===== config.mk =====
export PLATFORM = sky130hd
export DESIGN_NAME = spi_slave
export DESIGN_NICKNAME = d
export VERILOG_FILES = /design/src/rtl/spi_pkg.sv /design/src/rtl/spi_sync_edge.sv /design/src/rtl/spi_slave.sv
export SDC_FILE = /design/constraint.sdc
export NUM_CORES = 1
export LEC_CHECK = 0
export ABC_AREA = 0
export BUFFER_PORTS_ARGS = -buffer_cell sky130_fd_sc_hd__buf_2
export CAP_MARGIN = 25
export CELL_PAD_IN_SITES_DETAIL_PLACEMENT = 0
export CELL_PAD_IN_SITES_GLOBAL_PLACEMENT = 1
export CORE_ASPECT_RATIO = 1.4
export CORE_UTILIZATION = 46
export CTS_CLUSTER_SIZE = 25
export DETAILED_ROUTE_END_ITERATION = 12
export GPL_TIMING_DRIVEN = 0
export PLACE_DENSITY = 0.93
export SLEW_MARGIN = 20
export SYNTH_ARGS = -nofsm -noshare
export SYNTH_HDL_FRONTEND = slang
export SYNTH_SLANG_ARGS = --single-unit

===== constraint.sdc =====
create_clock -name clk_in -period 3.2 [get_ports clk_in]
set_clock_uncertainty 0.05 [all_clocks]
set_input_delay 0.64 -clock clk_in [delete_from_list [all_inputs] [get_ports clk_in]]
set_output_delay 0.64 -clock clk_in [all_outputs]
set_load 0.03 [all_outputs]

===== src/rtl/spi_pkg.sv =====
// Shared definitions for the SPI mode-3 target: word/count widths, bus idle
// levels, FSM state encoding and the received-length encoding helper.
package spi_pkg;

   localparam int SPI_WORD_W = 32;
   localparam int SPI_CNT_W  = 6;

   localparam logic SCK_IDLE  = 1'b1;
   localparam logic CSN_IDLE  = 1'b1;
   localparam logic MISO_IDLE = 1'b1;

   // One past a full word: any count at this value means the frame overran.
   localparam logic [SPI_CNT_W-1:0] CNT_SAT  = 6'd33;
   localparam logic [SPI_CNT_W-1:0] CNT_FULL = 6'd32;

   typedef enum logic [1:0] {
      ST_WAIT_IDLE,
      ST_IDLE,
      ST_ACTIVE,
      ST_DONE
   } spi_state_e;

   function automatic logic [SPI_CNT_W-1:0] nbits_code(input logic [SPI_CNT_W-1:0] cnt);
      return (cnt > CNT_FULL) ? (CNT_FULL - 6'd1) : (cnt - 6'd1);
   endfunction

endpackage


===== src/rtl/spi_sync_edge.sv =====
// N-stage input synchronizer with a one-flop history register; the rise/fall
// detects are built only from flop outputs, so they are glitch-free.
module spi_sync_edge
   import spi_pkg::*;
#(
   parameter int   STAGES  = 2,
   parameter logic RST_VAL = 1'b1
) (
   input  logic clk_in,
   input  logic nrst,
   input  logic i_d,
   output logic o_q,
   output logic o_rise,
   output logic o_fall
);

   logic [STAGES-1:0] r_sync;
   logic              r_hist;

   // NOTE: sequential state uses non-blocking assignments so every flop samples pre-edge values.
   always_ff @(posedge clk_in or negedge nrst) begin
      if (!nrst) begin
         r_sync <= {STAGES{RST_VAL}};
         r_hist <= RST_VAL;
      end else begin
         r_sync <= {r_sync[STAGES-2:0], i_d};
         r_hist <= r_sync[STAGES-1];
      end
   end

   assign o_q    = r_sync[STAGES-1];
   assign o_rise = r_sync[STAGES-1] & ~r_hist;
   assign o_fall = ~r_sync[STAGES-1] & r_hist;

endmodule


===== src/rtl/spi_slave.sv =====
// SPI mode-3 target (CPOL=1, CPHA=1, MSB first): oversamples the bus on clk_in,
// receives 1..32 bits per frame and returns a word latched at frame start.
module spi_slave
   import spi_pkg::*;
#(
   parameter int SYNC_STAGES = 2
) (
   input  logic                  clk_in,
   input  logic                  nrst,
   input  logic                  spi_sck,
   input  logic                  spi_csn,
   input  logic                  spi_mosi,
   output logic                  spi_miso,
   output logic                  miso_oe,
   input  logic [SPI_WORD_W-1:0] tx_data,
   output logic [SPI_WORD_W-1:0] rx_data,
   output logic [SPI_CNT_W-1:0]  rx_nbits,
   output logic                  rx_overrun,
   output logic                  rx_valid,
   output logic                  busy
);

   localparam logic [2:0] FLUSH_CNT = 3'(SYNC_STAGES);

   logic w_sck_q, w_sck_rise, w_sck_fall;
   logic w_csn_q, w_csn_rise, w_csn_fall;
   logic w_mosi_q, w_mosi_rise, w_mosi_fall;
   logic w_unused;

   spi_sync_edge #(.STAGES(SYNC_STAGES), .RST_VAL(SCK_IDLE)) u_sync_sck (
      .clk_in (clk_in),
      .nrst   (nrst),
      .i_d    (spi_sck),
      .o_q    (w_sck_q),
      .o_rise (w_sck_rise),
      .o_fall (w_sck_fall)
   );

   spi_sync_edge #(.STAGES(SYNC_STAGES), .RST_VAL(CSN_IDLE)) u_sync_csn (
      .clk_in (clk_in),
      .nrst   (nrst),
      .i_d    (spi_csn),
      .o_q    (w_csn_q),
      .o_rise (w_csn_rise),
      .o_fall (w_csn_fall)
   );

   spi_sync_edge #(.STAGES(SYNC_STAGES), .RST_VAL(1'b1)) u_sync_mosi (
      .clk_in (clk_in),
      .nrst   (nrst),
      .i_d    (spi_mosi),
      .o_q    (w_mosi_q),
      .o_rise (w_mosi_rise),
      .o_fall (w_mosi_fall)
   );

   assign w_unused = ^{w_sck_q, w_mosi_rise, w_mosi_fall};

   // The synchronizer resets to CSN idle, so the real pin level is only known
   // after it has been refilled; until then WAIT_IDLE must not trust w_csn_q.
   logic [2:0] r_flush_cnt;
   logic       w_flushed;

   always_ff @(posedge clk_in or negedge nrst) begin
      if (!nrst) begin
         r_flush_cnt <= 3'd0;
      end else if (r_flush_cnt != FLUSH_CNT) begin
         r_flush_cnt <= r_flush_cnt + 3'd1;
      end
   end

   assign w_flushed = (r_flush_cnt == FLUSH_CNT);

   spi_state_e r_state, w_state_nxt;
   logic       w_start, w_shift_out, w_shift_in, w_finish;

   always_ff @(posedge clk_in or negedge nrst) begin
      if (!nrst) r_state <= ST_WAIT_IDLE;
      else       r_state <= w_state_nxt;
   end

   // NOTE: every output of this block gets a default first, so no latch is inferred.
   always_comb begin
      w_state_nxt = r_state;
      w_start     = 1'b0;
      w_shift_out = 1'b0;
      w_shift_in  = 1'b0;
      w_finish    = 1'b0;
      unique case (r_state)
         ST_WAIT_IDLE: begin
            if (w_flushed && w_csn_q) w_state_nxt = ST_IDLE;
         end
         ST_IDLE: begin
            if (w_csn_fall) begin
               w_start     = 1'b1;
               w_state_nxt = ST_ACTIVE;
            end
         end
         ST_ACTIVE: begin
            if (w_csn_rise) begin
               w_state_nxt = ST_DONE;
            end else begin
               w_shift_out = w_sck_fall;
               w_shift_in  = w_sck_rise;
            end
         end
         ST_DONE: begin
            w_finish    = 1'b1;
            w_state_nxt = ST_IDLE;
         end
         default: w_state_nxt = ST_WAIT_IDLE;
      endcase
   end

   logic [SPI_WORD_W-1:0] r_tx_shift, r_rx_shift, r_rx_data;
   logic [SPI_CNT_W-1:0]  r_bit_cnt, r_rx_nbits;
   logic                  r_miso, r_oe, r_busy, r_rx_overrun, r_rx_valid;

   always_ff @(posedge clk_in or negedge nrst) begin
      if (!nrst) begin
         r_tx_shift   <= '0;
         r_rx_shift   <= '0;
         r_bit_cnt    <= '0;
         r_miso       <= MISO_IDLE;
         r_oe         <= 1'b0;
         r_busy       <= 1'b0;
         r_rx_data    <= '0;
         r_rx_nbits   <= '0;
         r_rx_overrun <= 1'b0;
         r_rx_valid   <= 1'b0;
      end else begin
         r_rx_valid <= 1'b0;
         if (w_start) begin
            r_tx_shift <= tx_data;
            r_miso     <= tx_data[SPI_WORD_W-1];
            r_oe       <= 1'b1;
            r_busy     <= 1'b1;
            r_rx_shift <= '0;
            r_bit_cnt  <= '0;
         end
         // Zero fill means bits beyond the 32nd go out as 0.
         if (w_shift_out) begin
            r_miso     <= r_tx_shift[SPI_WORD_W-1];
            r_tx_shift <= {r_tx_shift[SPI_WORD_W-2:0], 1'b0};
         end
         if (w_shift_in) begin
            r_rx_shift <= {r_rx_shift[SPI_WORD_W-2:0], w_mosi_q};
            if (r_bit_cnt != CNT_SAT) r_bit_cnt <= r_bit_cnt + 6'd1;
         end
         if (w_finish) begin
            r_oe   <= 1'b0;
            r_busy <= 1'b0;
            r_miso <= MISO_IDLE;
            if (r_bit_cnt != '0) begin
               r_rx_valid   <= 1'b1;
               r_rx_data    <= r_rx_shift;
               r_rx_nbits   <= nbits_code(r_bit_cnt);
               r_rx_overrun <= (r_bit_cnt == CNT_SAT);
            end
         end
      end
   end

   assign spi_miso   = r_miso;
   assign miso_oe    = r_oe;
   assign busy       = r_busy;
   assign rx_data    = r_rx_data;
   assign rx_nbits   = r_rx_nbits;
   assign rx_overrun = r_rx_overrun;
   assign rx_valid   = r_rx_valid;

endmodule

==> metrics.log, run 1 <==
INFO  metric layout.cells.most_common_list = sky130_fd_sc_hd__nand2_1 (230), sky130_fd_sc_hd__dfrtp_1 (116), sky130_fd_sc_hd__buf_2 (84)
INFO  metric design.portCount = 80
INFO  metric hold_viol = 0
INFO  metric synthToLayoutAreaGrowth = 24.5%
INFO  metric netlist_area = around 5300 um2
INFO  metric chipWidth = 92.6 um
INFO  metric numPortBuffers = slightly below 80
INFO  metric multiInputGateArea = between 1500 and 2000 um2
INFO  metric cts.clk_slew.worst_paths = approximately 0.060 ns
INFO  metric detail_route.wirelength = 10.8 mm
INFO  metric cap_viol_max_count = 0
INFO  metric drtIter0Drc = approximately 230
INFO  metric coreArea = 11300 um2
INFO  metric routabilityCongestion = between 0.7 and 0.8
INFO  metric dr_total_vias = between 4000 and 5000
INFO  metric postPlaceCellArea = between 5000 and 6000 um2
INFO  metric antenna_found_initial = 0
INFO  metric timing.critical_path.arrival = approximately 2.5 ns
INFO  metric synth_top_cell_area_share = roughly 55%
INFO  metric tritoncts.num_buffers = 17
INFO  metric ys_warn_count = 0
INFO  metric max_clk_rate = 439 MHz
INFO  metric postCtsHoldBufs = 0
INFO  metric finalWorstPathRequiredPeriod = 2.28 ns
INFO  metric finish.net_count = slightly above 700
INFO  metric worst_slack = 0.924 ns
INFO  metric clock_root_buffer = sky130_fd_sc_hd__clkbuf_16
INFO  metric crit-reg2reg-launch = r_bit_cnt[0]$_DFF_PN0_
INFO  metric worst_setup_slack_before_clock_tree_synthesis = about 0.94 ns
INFO  metric end_kind = flop
INFO  metric die_area = between 10000 and 15000 um2
INFO  metric numClockSinks = 125
INFO  metric clock_tree_from_tritoncts = built
INFO  metric die_y = about 130 um
INFO  metric floorplan.initialDensity = roughly 47%
INFO  metric mostFrequentLayoutCell = sky130_fd_sc_hd__nand2_1
INFO  metric first_global_vias = between 4000 and 5000
INFO  metric drtAntennaViolNets = 0
INFO  metric timing.final.crit_share = roughly 70%
INFO  metric power.leakage = 3.32 nW
INFO  metric clockBufferDepth = 2
INFO  metric detailed_place_hpwl = roughly 7.4 mm
INFO  metric cpLargestDelayFamily = simple AND/OR/NAND/NOR gates
INFO  metric crit_type = reg2reg
INFO  metric drt-pass1-iter-count = 5
INFO  metric crit_path_start_kind = flop
INFO  metric worst-r2r-cell-count = 9
INFO  metric required_time_at_the_endpoint_of_the_critical_path = ~3.5 ns
INFO  metric synthesis.nets = between 600 and 700
INFO  metric worst_slew_margin_rel = 63.5%
INFO  metric post-route-cell-area = between 6000 and 7000 um2
INFO  metric drt_drc_violations_left = 0
INFO  metric fp-row-count = 46
INFO  metric slack_of_the_worst_reg_to_reg_path = about 0.92 ns
INFO  metric post-synth-top-area-cell = sky130_fd_sc_hd__dfrtp_1
INFO  metric seq_area_frac_synth = 59.3%
INFO  metric postSynthRegisterBits = between 100 and 150
INFO  metric run_status = complete, no violations
INFO  metric crit-reg2reg-capture = rx_data[7]$_DFFE_PN0P_
INFO  metric finalHoldWorstSlack = 0.136 ns
INFO  metric worstPathCellList = inv_1, ha_1, or4b_4, o21ai_4, inv_2, buf_6, buf_6, nand2_1, nand2_1
INFO  metric power_density = about 830 nW/um2
INFO  metric final_layout_size_suffix_gt1_share = approximately a fifth
INFO  metric overflow = 0
INFO  metric antenna_fix_cells = 0
INFO  metric synth_cells = around 580
INFO  metric critical_path.slowest_cell = sky130_fd_sc_hd__or4b_4
INFO  metric hold_path.class = in2async
INFO  metric layout.filler_cells = 995
INFO  metric register_cell_area_after_layout = between 3000 and 4000 um2
INFO  metric post_cts.resized_instances = 0
INFO  metric routed_wire_length_per_instance = about 13 um
INFO  metric vias_per_cell = around 5
INFO  metric post-cts-setup-buffers = 0
INFO  metric synth_enable_flop_cells = 0
INFO  metric number_of_buffers_and_inverters_on_the_critical_path = 4
INFO  metric worst_path_largest_cell_delay = ~0.50 ns
INFO  metric ctsHtreeMaxLevel = 4
INFO  metric postSynth.asyncResetShare = 100%
INFO  metric totalNegativeSetupSlack = 0 ns
INFO  metric setup_viol_count_final = 0
INFO  metric synth.distinct_cells = 45
INFO  metric maxSlewViolCount = 0
INFO  metric grt_pass1_wl = 18.2 mm
INFO  metric grt_max_degree = 70
INFO  metric grt.total_usage = approximately a fifth
INFO  metric worst_ir_drop_vdd = 0.000488 V
INFO  metric worst-slew-pin-transition = approximately 0.55 ns
INFO  metric most_common_flop_cell_mapped_by_yosys = sky130_fd_sc_hd__dfrtp_1
INFO  metric main_area_contributors_after_synthesis = sky130_fd_sc_hd__dfrtp_1 (55%), sky130_fd_sc_hd__nand2_1 (16%), sky130_fd_sc_hd__dfstp_2 (4.5%)
INFO  metric syn-mean-instance-area = around 9 um2
INFO  metric crit_fanout = 10
INFO  metric rsz0062_at_grt = false
INFO  metric clock_insertion_delay_worst_skew = 0.42 ns
==> state kept, by name (all words and copies together), names as in the netlist, 2 cells and up <==
| signal | flops |
|---|---|
| rx_data | 32 |
| r_rx_shift | 32 |
| r_flush_cnt | 3 |
| u_sync_mosi.r_sync | 2 |
| r_state | 2 |
| r_tx_shift | 32 |
| r_bit_cnt | 6 |
| rx_nbits | 6 |
| u_sync_csn.r_sync | 2 |
| u_sync_sck.r_sync | 2 |
==> area by class of cell <==
type,count,share of cell area (%)
clock buffers,19,6.88
inverters,11,0.627
repair buffers,80,6.51
clock inverters,13,3.57
plain buffers,37,2.62
multi-input cells,406,29.4
well taps,144,2.74
flip-flops and latches,125,47.7
==> report_power, final <==
| group | internal, W | switching (W) | total, W |
|---|---|---|---|
| clock network | 0.00150 | 0.000699 | 0.00220 |
| logic | 0.000450 | 0.000733 | 0.00118 |
| registers | 0.00189 | 0.000199 | 0.00209 |
| total | 0.00385 | 0.00163 | 0.00548 |
==> Yosys cell counts (all sizes together) (2+ instances only) <==
cell type / number
nand4b: 2
o21ai: 39
a31oi: 31
xnor2: 3
and2: 2
nand2: 230
nand2b: 2
inv: 11
clkbuf: 23
buf: 14
ha: 11
mux2i: 2
dfstp: 9
dfrtp: 116
o22ai: 2
nor2: 44
a21oi: 9
nand3: 4
xor2: 2
mux2: 2
a22o: 2
==> worst register-to-register path: cells and delay by family (launching register included) <==
family / cells / cell delay (ns)
buffers and inverters: 4 / 0.51
flip-flops: 1 / 0.49
AO/OA/AOI/OAI: 1 / 0.29
adder cells (fa/ha/maj): 1 / 0.21
AND/OR/NAND/NOR: 3 / 0.62
==> cells by family after synthesis <==
family | Yosys count | synth area share (%)
fa+ha+maj | 11 | 2.60
simple gates | 295 | 22.2
buf+inv | 48 | 4.04
mux | 4 | 0.804
xor+xnor | 5 | 0.828
flops | 125 | 59.3
compound gates | 91 | 10.2
==> routing by layer <==
layer | share of wire [%] | vias to the layer above | global-route usage, %
met4 | 1.5 | 0 | 8.05
met3 | 4.4 | 15 | 5.50
li1 | - | 2081 | -
met2 | 49 | 100 | 32.0
met5 | 0 | - | 0
met1 | 45 | 1964 | 24.3
==> worst max path at each step <==
stage,slack [ns],depth (start not counted),start,end
global placement,-0.07,1,nrst,r_tx_shift[16]$_DFFE_PN0P_
CTS,0.92,9,r_bit_cnt[0]$_DFF_PN0_,rx_data[31]$_DFFE_PN0P_
global route,0.77,7,r_state[1]$_DFFE_PN0P_,r_bit_cnt[0]$_DFF_PN0_
finish,0.92,9,r_bit_cnt[0]$_DFF_PN0_,rx_data[7]$_DFFE_PN0P_
detailed placement,0.94,9,r_bit_cnt[0]$_DFF_PN0_,rx_data[4]$_DFFE_PN0P_
floorplan,1.23,9,r_bit_cnt[0]$_DFF_PN0_,rx_data[0]$_DFFE_PN0P_
==> stage by stage <==
stage / power, W / utilization, % / std cells
floorplan: 0.00294 / - / 579
global placement: 0.00324 / 52.0 / 802
detailed placement: 0.00331 / 52.3 / 803
CTS: 0.00552 / 58.4 / 835
global route: 0.00576 / 58.4 / 835
finish: 0.00548 / 58.4 / 835
(Power assumes the default switching activity.)
==> run 2: changes to the inputs <==
--- a/config.mk
+++ b/config.mk
@@ -11,11 +11,11 @@
 export CELL_PAD_IN_SITES_DETAIL_PLACEMENT = 0
 export CELL_PAD_IN_SITES_GLOBAL_PLACEMENT = 1
 export CORE_ASPECT_RATIO = 1.4
-export CORE_UTILIZATION = 46
+export CORE_UTILIZATION = 43
 export CTS_CLUSTER_SIZE = 25
 export DETAILED_ROUTE_END_ITERATION = 12
 export GPL_TIMING_DRIVEN = 0
-export PLACE_DENSITY = 0.93
+export PLACE_DENSITY = 0.88
 export SLEW_MARGIN = 20
 export SYNTH_ARGS = -nofsm -noshare
 export SYNTH_HDL_FRONTEND = slang
==> constraint.sdc (replaced) <==
create_clock -name clk_in -period 2.3 [get_ports clk_in]
set_clock_uncertainty 0.05 [all_clocks]
set_input_delay 0.46 -clock clk_in [delete_from_list [all_inputs] [get_ports clk_in]]
set_output_delay 0.46 -clock clk_in [all_outputs]
set_load 0.03 [all_outputs]
==> metrics.log, run 2 (same netlist as run 1, synthesis figures left out) <==
INFO  metric grt_pass1_wl = about 19 mm
INFO  metric max_clk_rate = 452 MHz
INFO  metric power.leakage = 3.31 nW
INFO  metric layout.cells.most_common_list = sky130_fd_sc_hd__nand2_1 (230), sky130_fd_sc_hd__dfrtp_1 (115), sky130_fd_sc_hd__buf_2 (84)
INFO  metric drtIter0Drc = about 250
INFO  metric detail_route.wirelength = between 10 and 15 mm
INFO  metric crit_type = reg2reg
INFO  metric worstSetupPathDepth = 9
INFO  metric first_global_vias = approximately 4000
INFO  metric hold_viol = 0
INFO  metric drt-pass1-iter-count = 6
INFO  metric post-route-cell-area = 6580 um2
INFO  metric finalWorstPathRequiredPeriod = 2.21 ns
INFO  metric critical_path.slowest_cell = sky130_fd_sc_hd__or4b_4
INFO  metric crit_path_start_kind = flop
INFO  metric layout.filler_cells = roughly 1100
INFO  metric timing.critical_path.arrival = approximately 2.5 ns
INFO  metric clockBufferDepth = 2
INFO  metric worst-slew-pin-transition = 0.683 ns
INFO  metric crit_fanout = 10
INFO  metric clock_root_buffer = sky130_fd_sc_hd__clkbuf_16
INFO  metric end_kind = flop
INFO  metric numClockSinks = between 100 and 150
INFO  metric clock_insertion_delay_worst_skew = around 0.4 ns
INFO  metric die_area = about 13000 um2
INFO  metric timing.critical_path.from = r_bit_cnt[1]$_DFF_PN0_
INFO  metric postPlaceCellArea = approximately 5900 um2
INFO  metric grt.total_usage = between 10% and 20%
INFO  metric design.portCount = 80
INFO  metric mostFrequentLayoutCell = sky130_fd_sc_hd__nand2_1
INFO  metric vias_per_cell = about 5.0
INFO  metric worst-r2r-cell-count = 9
INFO  metric run_status = complete, no violations
INFO  metric cpLargestDelayFamily = simple AND/OR/NAND/NOR gates
INFO  metric overflow = 0
INFO  metric crit-reg2reg-launch = r_bit_cnt[1]$_DFF_PN0_
INFO  metric maxSlewViolCount = 0
INFO  metric worst_slack = 0.0860 ns
INFO  metric tritoncts.num_buffers = 17
INFO  metric ctsHtreeMaxLevel = 4
INFO  metric worst_ir_drop_vdd = 0.000564 V
INFO  metric worst_setup_slack_before_clock_tree_synthesis = between 0.03 and 0.04 ns
INFO  metric power.net_switching = ~0.0023 W
INFO  metric number_of_buffers_and_inverters_on_the_critical_path = 4
INFO  metric synthToLayoutAreaGrowth = 24.3%
INFO  metric power.clock.fraction = about two fifths
INFO  metric drt_drc_violations_left = 0
INFO  metric rsz0062_at_grt = false
INFO  metric antenna_fix_cells = 0
INFO  metric cap_viol_max_count = 0
INFO  metric intPower = roughly 0.0053 W
INFO  metric worst_slew_margin_rel = roughly 54%
INFO  metric routabilityCongestion = between 0.7 and 0.8
INFO  metric die_y = between 100 and 150 um
INFO  metric power.switching_fraction = 30.0%
INFO  metric worst_path_largest_cell_delay = 0.50 ns
INFO  metric coreArea = approximately 12000 um2
INFO  metric fp-row-count = 47
INFO  metric power_density = between 1000 and 1500 nW/um2
INFO  metric chipWidth = ~96 um
INFO  metric required_time_at_the_endpoint_of_the_critical_path = 2.54 ns
INFO  metric grt_max_degree = 77
INFO  metric clock_tree_from_tritoncts = built
INFO  metric power_frac_seq = 38.7%
INFO  metric setup_viol_count_final = 0
INFO  metric drtAntennaViolNets = 0
INFO  metric routed_wire_length_per_instance = approximately 13 um
INFO  metric comb_power_share = 22.1%
INFO  metric hold_path.class = in2async
INFO  metric dr_total_vias = between 4000 and 5000
INFO  metric numPortBuffers = 79
INFO  metric timing.final.crit_share = a little over nine tenths
INFO  metric worstPathCellList = inv_2, ha_2, or4b_4, o21ai_4, inv_2, buf_6, buf_6, nand2_1, nand2_1
INFO  metric finish.net_count = 726
INFO  metric floorplan.initialDensity = roughly 45%
INFO  metric antenna_found_initial = 0
INFO  metric cts.clk_slew.worst_paths = around 0.06 ns
INFO  metric detailed_place_hpwl = 7.65 mm
INFO  metric final_layout_size_suffix_gt1_share = between 20% and 30%
run 2: power groups by stage:
| stage | Sequential (W) | Clock (W) | Combinational [W] |
|---|---|---|---|
| 6_report | 0.00292 | 0.00295 | 0.00166 |
| 5_1_grt | 0.00296 | 0.00311 | 0.00186 |
| 4_1_cts | 0.00291 | 0.00300 | 0.00167 |
| 3_5_place_dp | 0.00294 | 0 | 0.00166 |
| 3_3_place_gp | 0.00292 | 0 | 0.00159 |
| 2_1_floorplan | 0.00301 | 0 | 0.00108 |
run 2: layout make-up:
| type | count | area, um2 | share of cell area [%] |
|---|---|---|---|
| Clock inverter | 13 | 210 | 3.20 |
| Buffer | 36 | 170 | 2.59 |
| Sequential cell | 125 | 3140 | 47.8 |
| Tap cell | 147 | 184 | 2.80 |
| Multi-Input combinational cell | 406 | 1940 | 29.5 |
| Inverter | 11 | 41.3 | 0.628 |
| Clock buffer | 19 | 453 | 6.89 |
| Timing Repair Buffer | 81 | 437 | 6.64 |
run 2: per-stage QoR:
step	util, %	instances	TNS (ns)	hold slack [ns]	total power [W]
2_1_floorplan	-	579	0	0.114	0.00410
3_3_place_gp	49.4	805	-94.03	0.297	0.00451
3_5_place_dp	49.7	806	0	0.297	0.00460
4_1_cts	55.3	838	0	0.0458	0.00758
5_1_grt	55.4	838	0	0.0816	0.00794
6_report	55.4	838	0	0.0281	0.00753
run 2: final timing paths:
kind,endpoint,slack (ns)
max,rx_data[5]$_DFFE_PN0P_,0.09
min,rx_data[31]$_DFFE_PN0P_,0.03
max reg2reg,rx_data[5]$_DFFE_PN0P_,0.09
min reg2reg,u_sync_sck.r_sync[1]$_DFF_PN1_,0.30
max in group asynchronous,u_sync_mosi.r_sync[0]$_DFF_PN1_,1.43
min in group clk_in,u_sync_csn.r_sync[0]$_DFF_PN1_,0.11
run 2: repair_timing:
item	CTS	global route
resized for setup	0	5
endpoints found under the hold margin	0	0
hold buffers	0	0
setup buffers	0	1
endpoints found under the setup margin	0	44
run 2: per-layer routing:
layer	routed length (um)	part of all wire, %	track usage [%]
met5	0	0	0
met4	129	1.2	6.30
met3	533	4.9	5.25
met2	5440	49	31.6
met1	4890	44	22.4
==> run 3: changes to the inputs <==
--- a/config.mk
+++ b/config.mk
@@ -5,17 +5,16 @@
 export SDC_FILE = /design/constraint.sdc
 export NUM_CORES = 1
 export LEC_CHECK = 0
-export ABC_AREA = 0
+export ABC_AREA = 1
 export BUFFER_PORTS_ARGS = -buffer_cell sky130_fd_sc_hd__buf_2
 export CAP_MARGIN = 25
 export CELL_PAD_IN_SITES_DETAIL_PLACEMENT = 0
 export CELL_PAD_IN_SITES_GLOBAL_PLACEMENT = 1
-export CORE_ASPECT_RATIO = 1.4
-export CORE_UTILIZATION = 43
+export CORE_UTILIZATION = 44
 export CTS_CLUSTER_SIZE = 25
 export DETAILED_ROUTE_END_ITERATION = 12
 export GPL_TIMING_DRIVEN = 0
-export PLACE_DENSITY = 0.88
+export PLACE_DENSITY = 0.89
 export SLEW_MARGIN = 20
 export SYNTH_ARGS = -nofsm -noshare
 export SYNTH_HDL_FRONTEND = slang
==> metrics.log, run 3 <==
INFO  metric crit_path_start_kind = flop
INFO  metric worst-r2r-cell-count = 6
INFO  metric ctsHtreeMaxLevel = 4
INFO  metric timing.critical_path.arrival = 1.99 ns
INFO  metric crit_fanout = 10
INFO  metric maxSlewViolCount = 0
INFO  metric run_status = complete, no violations
INFO  metric post-cts-setup-buffers = 0
INFO  metric worst_ir_drop_vdd = between 0.0006 and 0.0007 V
INFO  metric hold_viol = 0
INFO  metric finish.net_count = 700
INFO  metric synthesis.nets = 600
INFO  metric design.portCount = 80
INFO  metric finalHoldWorstSlack = 0.0933 ns
INFO  metric tritoncts.num_buffers = 17
INFO  metric yosys-top-cells-count = sky130_fd_sc_hd__nand2_1 (119), sky130_fd_sc_hd__dfrtp_1 (116), sky130_fd_sc_hd__nand3_1 (109)
INFO  metric detail_route.wirelength = 10.7 mm
INFO  metric antenna_found_initial = 0
INFO  metric grt.total_usage = a little under a fifth
INFO  metric routed.top_layer = met4
INFO  metric postSynth.asyncResetShare = 100%
INFO  metric ys_warn_count = 0
INFO  metric drtIter0Drc = around 280
INFO  metric cpLargestDelayFamily = flip-flops
INFO  metric clock_insertion_delay_worst_skew = slightly above 0.4 ns
INFO  metric number_of_buffers_and_inverters_on_the_critical_path = 2
INFO  metric finalWorstPathRequiredPeriod = 1.77 ns
INFO  metric synth_top_cell_area_share = 54.0%
INFO  metric synth_cells = 552
INFO  metric critical_path.slowest_cell = sky130_fd_sc_hd__dfrtp_1
INFO  metric drt-met1-wl = a little under 5 mm
INFO  metric timing.final.crit_share = between 70 and 80%
INFO  metric worst_slew_margin_rel = a little over two thirds
INFO  metric post_cts.resized_instances = 0
INFO  metric most_common_flop_cell_mapped_by_yosys = sky130_fd_sc_hd__dfrtp_1
INFO  metric postSynthRegisterBits = approximately 130
INFO  metric chipWidth = ~110 um
INFO  metric syn-mean-instance-area = 9.74 um2
INFO  metric power_density = roughly 1100 nW/um2
INFO  metric vias_per_cell = roughly 5
INFO  metric worst-slew-pin-transition = 0.443 ns
INFO  metric max_clk_rate = 565 MHz
INFO  metric setup_viol_count_final = 0
INFO  metric synthToLayoutAreaGrowth = 22.8%
INFO  metric numPortBuffers = around 80
INFO  metric clockBufferDepth = 2
INFO  metric postPlaceCellArea = approximately 6000 um2
INFO  metric drtAntennaViolNets = 0
INFO  metric coreArea = around 12000 um2
INFO  metric cts.clk_slew.worst_paths = 0.05 ns
INFO  metric clock_root_buffer = sky130_fd_sc_hd__clkbuf_16
INFO  metric grt_max_degree = 84
INFO  metric grt_pass1_wl = about 19 mm
INFO  metric routed-wl-met2 = about 5.2 mm
INFO  metric drt-pass1-iter-count = 4
INFO  metric post-synth-top-count-cell = sky130_fd_sc_hd__nand2_1
INFO  metric timing.hold.worst_path_depth = 1
INFO  metric met3WireLength = between 400 and 500 um
INFO  metric rsz0062_at_grt = false
INFO  metric numClockSinks = roughly 130
INFO  metric overflow = 0
INFO  metric die_area = ~13000 um2
INFO  metric worst_path_largest_cell_delay = roughly 0.43 ns
INFO  metric main_area_contributors_after_synthesis = sky130_fd_sc_hd__dfrtp_1 (54%), sky130_fd_sc_hd__nand3_1 (10%), sky130_fd_sc_hd__nand2_1 (8.3%)
INFO  metric drt_drc_violations_left = 0
INFO  metric cap_viol_max_count = 0
INFO  metric final_layout_size_suffix_gt1_share = between 20% and 30%
INFO  metric synth_enable_flop_cells = 0
INFO  metric postCtsHoldBufs = 1
INFO  metric synth.distinct_cells = 25
INFO  metric power.leakage = 3.33 nW
INFO  metric hold_path.class = in2reg
INFO  metric routabilityCongestion = roughly 0.76
INFO  metric fp-row-count = 40
INFO  metric routed_wire_length_per_instance = 13.2 um
INFO  metric dr_total_vias = 4164
INFO  metric clock_tree_from_tritoncts = built
INFO  metric worstPathCellList = inv_1, ha_1, nand4_4, nand2_1, buf_2, o22ai_1
INFO  metric post-synth-top-area-cell = sky130_fd_sc_hd__dfrtp_1
INFO  metric antenna_fix_cells = 0
INFO  metric seq_area_frac_synth = 58.4%
INFO  metric mostFrequentLayoutCell = sky130_fd_sc_hd__nand2_1
INFO  metric post-route-cell-area = 6600 um2
INFO  metric worstSetupPathDepth = 6
INFO  metric crit_type = reg2reg
INFO  metric detailed_place_hpwl = 7.31 mm
INFO  metric first_global_vias = between 4000 and 5000
INFO  metric netlist_area = roughly 5400 um2
INFO  metric layout.cells.most_common_list = sky130_fd_sc_hd__nand2_1 (119), sky130_fd_sc_hd__dfrtp_1 (116), sky130_fd_sc_hd__nand3_1 (109)
INFO  metric die_y = approximately 110 um
INFO  metric floorplan.initialDensity = between 40% and 50%
INFO  metric required_time_at_the_endpoint_of_the_critical_path = between 2 and 3 ns
INFO  metric end_kind = flop
-- run 3: changes by cell type in the layout (fill, tap and decap cells not counted), moves of 4 or more --
cell,previous run,this run
sky130_fd_sc_hd__buf_2,84,95
sky130_fd_sc_hd__nand3_1,4,109
sky130_fd_sc_hd__clkbuf_1,22,7
sky130_fd_sc_hd__nor2_1,44,10
sky130_fd_sc_hd__a31oi_1,31,0
sky130_fd_sc_hd__inv_1,8,51
sky130_fd_sc_hd__o21ai_1,0,8
sky130_fd_sc_hd__o21ai_2,0,23
sky130_fd_sc_hd__buf_6,4,9
sky130_fd_sc_hd__o21ai_0,38,9
sky130_fd_sc_hd__nand2_1,230,119
sky130_fd_sc_hd__o22ai_1,2,31
sky130_fd_sc_hd__a21oi_1,9,5
-- run 3: worst paths after layout --
| kind | start | slack [ns] | endpoint |
|---|---|---|---|
| worst max-delay path | r_state[0]$_DFFE_PN0P_ | 0.53 | r_rx_shift[26]$_DFFE_PN0P_ |
| worst min-delay path | spi_csn | 0.09 | u_sync_csn.r_sync[0]$_DFF_PN1_ |
| worst max register to register | r_state[0]$_DFFE_PN0P_ | 0.53 | r_rx_shift[26]$_DFFE_PN0P_ |
| worst min register to register | u_sync_mosi.r_sync[0]$_DFF_PN1_ | 0.30 | u_sync_mosi.r_sync[1]$_DFF_PN1_ |
| max in group asynchronous | nrst | 0.97 | spi_miso$_DFFE_PN1P_ |
| min in group asynchronous | nrst | 0.48 | rx_data[7]$_DFFE_PN0P_ |
-- run 3: area by class of cell --
| type | count | area [um2] |
|---|---|---|
| Tap cell | 147 | 184 |
| Sequential cell | 125 | 3140 |
| Buffer | 34 | 221 |
| Clock buffer | 21 | 460 |
| Multi-Input combinational cell | 340 | 1820 |
| Inverter | 53 | 199 |
| Clock inverter | 11 | 141 |
| Fill cell | 1069 | 5360 |
| Timing Repair Buffer | 81 | 439 |
-- run 3: logic make-up after synthesis --
group	after synthesis	share of synthesized area, %
adder cells (fa/ha/maj)	11	2.56
buffers and inverters	87	7.82
flip-flops	125	58.4
XOR/XNOR	6	0.977
AND/OR/NAND/NOR	247	20.9
AO/OA/AOI/OAI	76	9.40
-- run 3: power breakdown --
part           switching, W  internal (W)
clock network      0.000952       0.00176
registers          0.000259       0.00263
logic               0.00109      0.000638
total               0.00230       0.00502
-- run 3: worst register-to-register path, cell delays in order, from the launching register on --
cell and delay [ns]:
sky130_fd_sc_hd__dfrtp_1 0.43, sky130_fd_sc_hd__inv_1 0.11, sky130_fd_sc_hd__ha_1 0.25, sky130_fd_sc_hd__nand4_4 0.20
sky130_fd_sc_hd__nand2_1 0.22, sky130_fd_sc_hd__buf_2 0.26, sky130_fd_sc_hd__o22ai_1 0.12
-- run 3: stage by stage --
stage | utilization [%] | worst slack, ns | total power, W | cells | setup TNS (ns)
CTS | 55.2 | 0.494 | 0.00738 | 812 | 0
global route | 55.2 | 0.373 | 0.00775 | 812 | 0
finish | 55.2 | 0.530 | 0.00732 | 812 | 0
global placement | 49.8 | -0.793 | 0.00457 | 778 | -91.62
detailed placement | 50.1 | 0.515 | 0.00466 | 779 | 0
floorplan | - | 0.846 | 0.00416 | 552 | 0
-- run 3: per-layer routing --
metal	vias to the layer above	track usage [%]
met5	-	0
met4	0	7.73
met3	15	5.24
met2	100	31.1
met1	2024	23.0
li1	2025	-
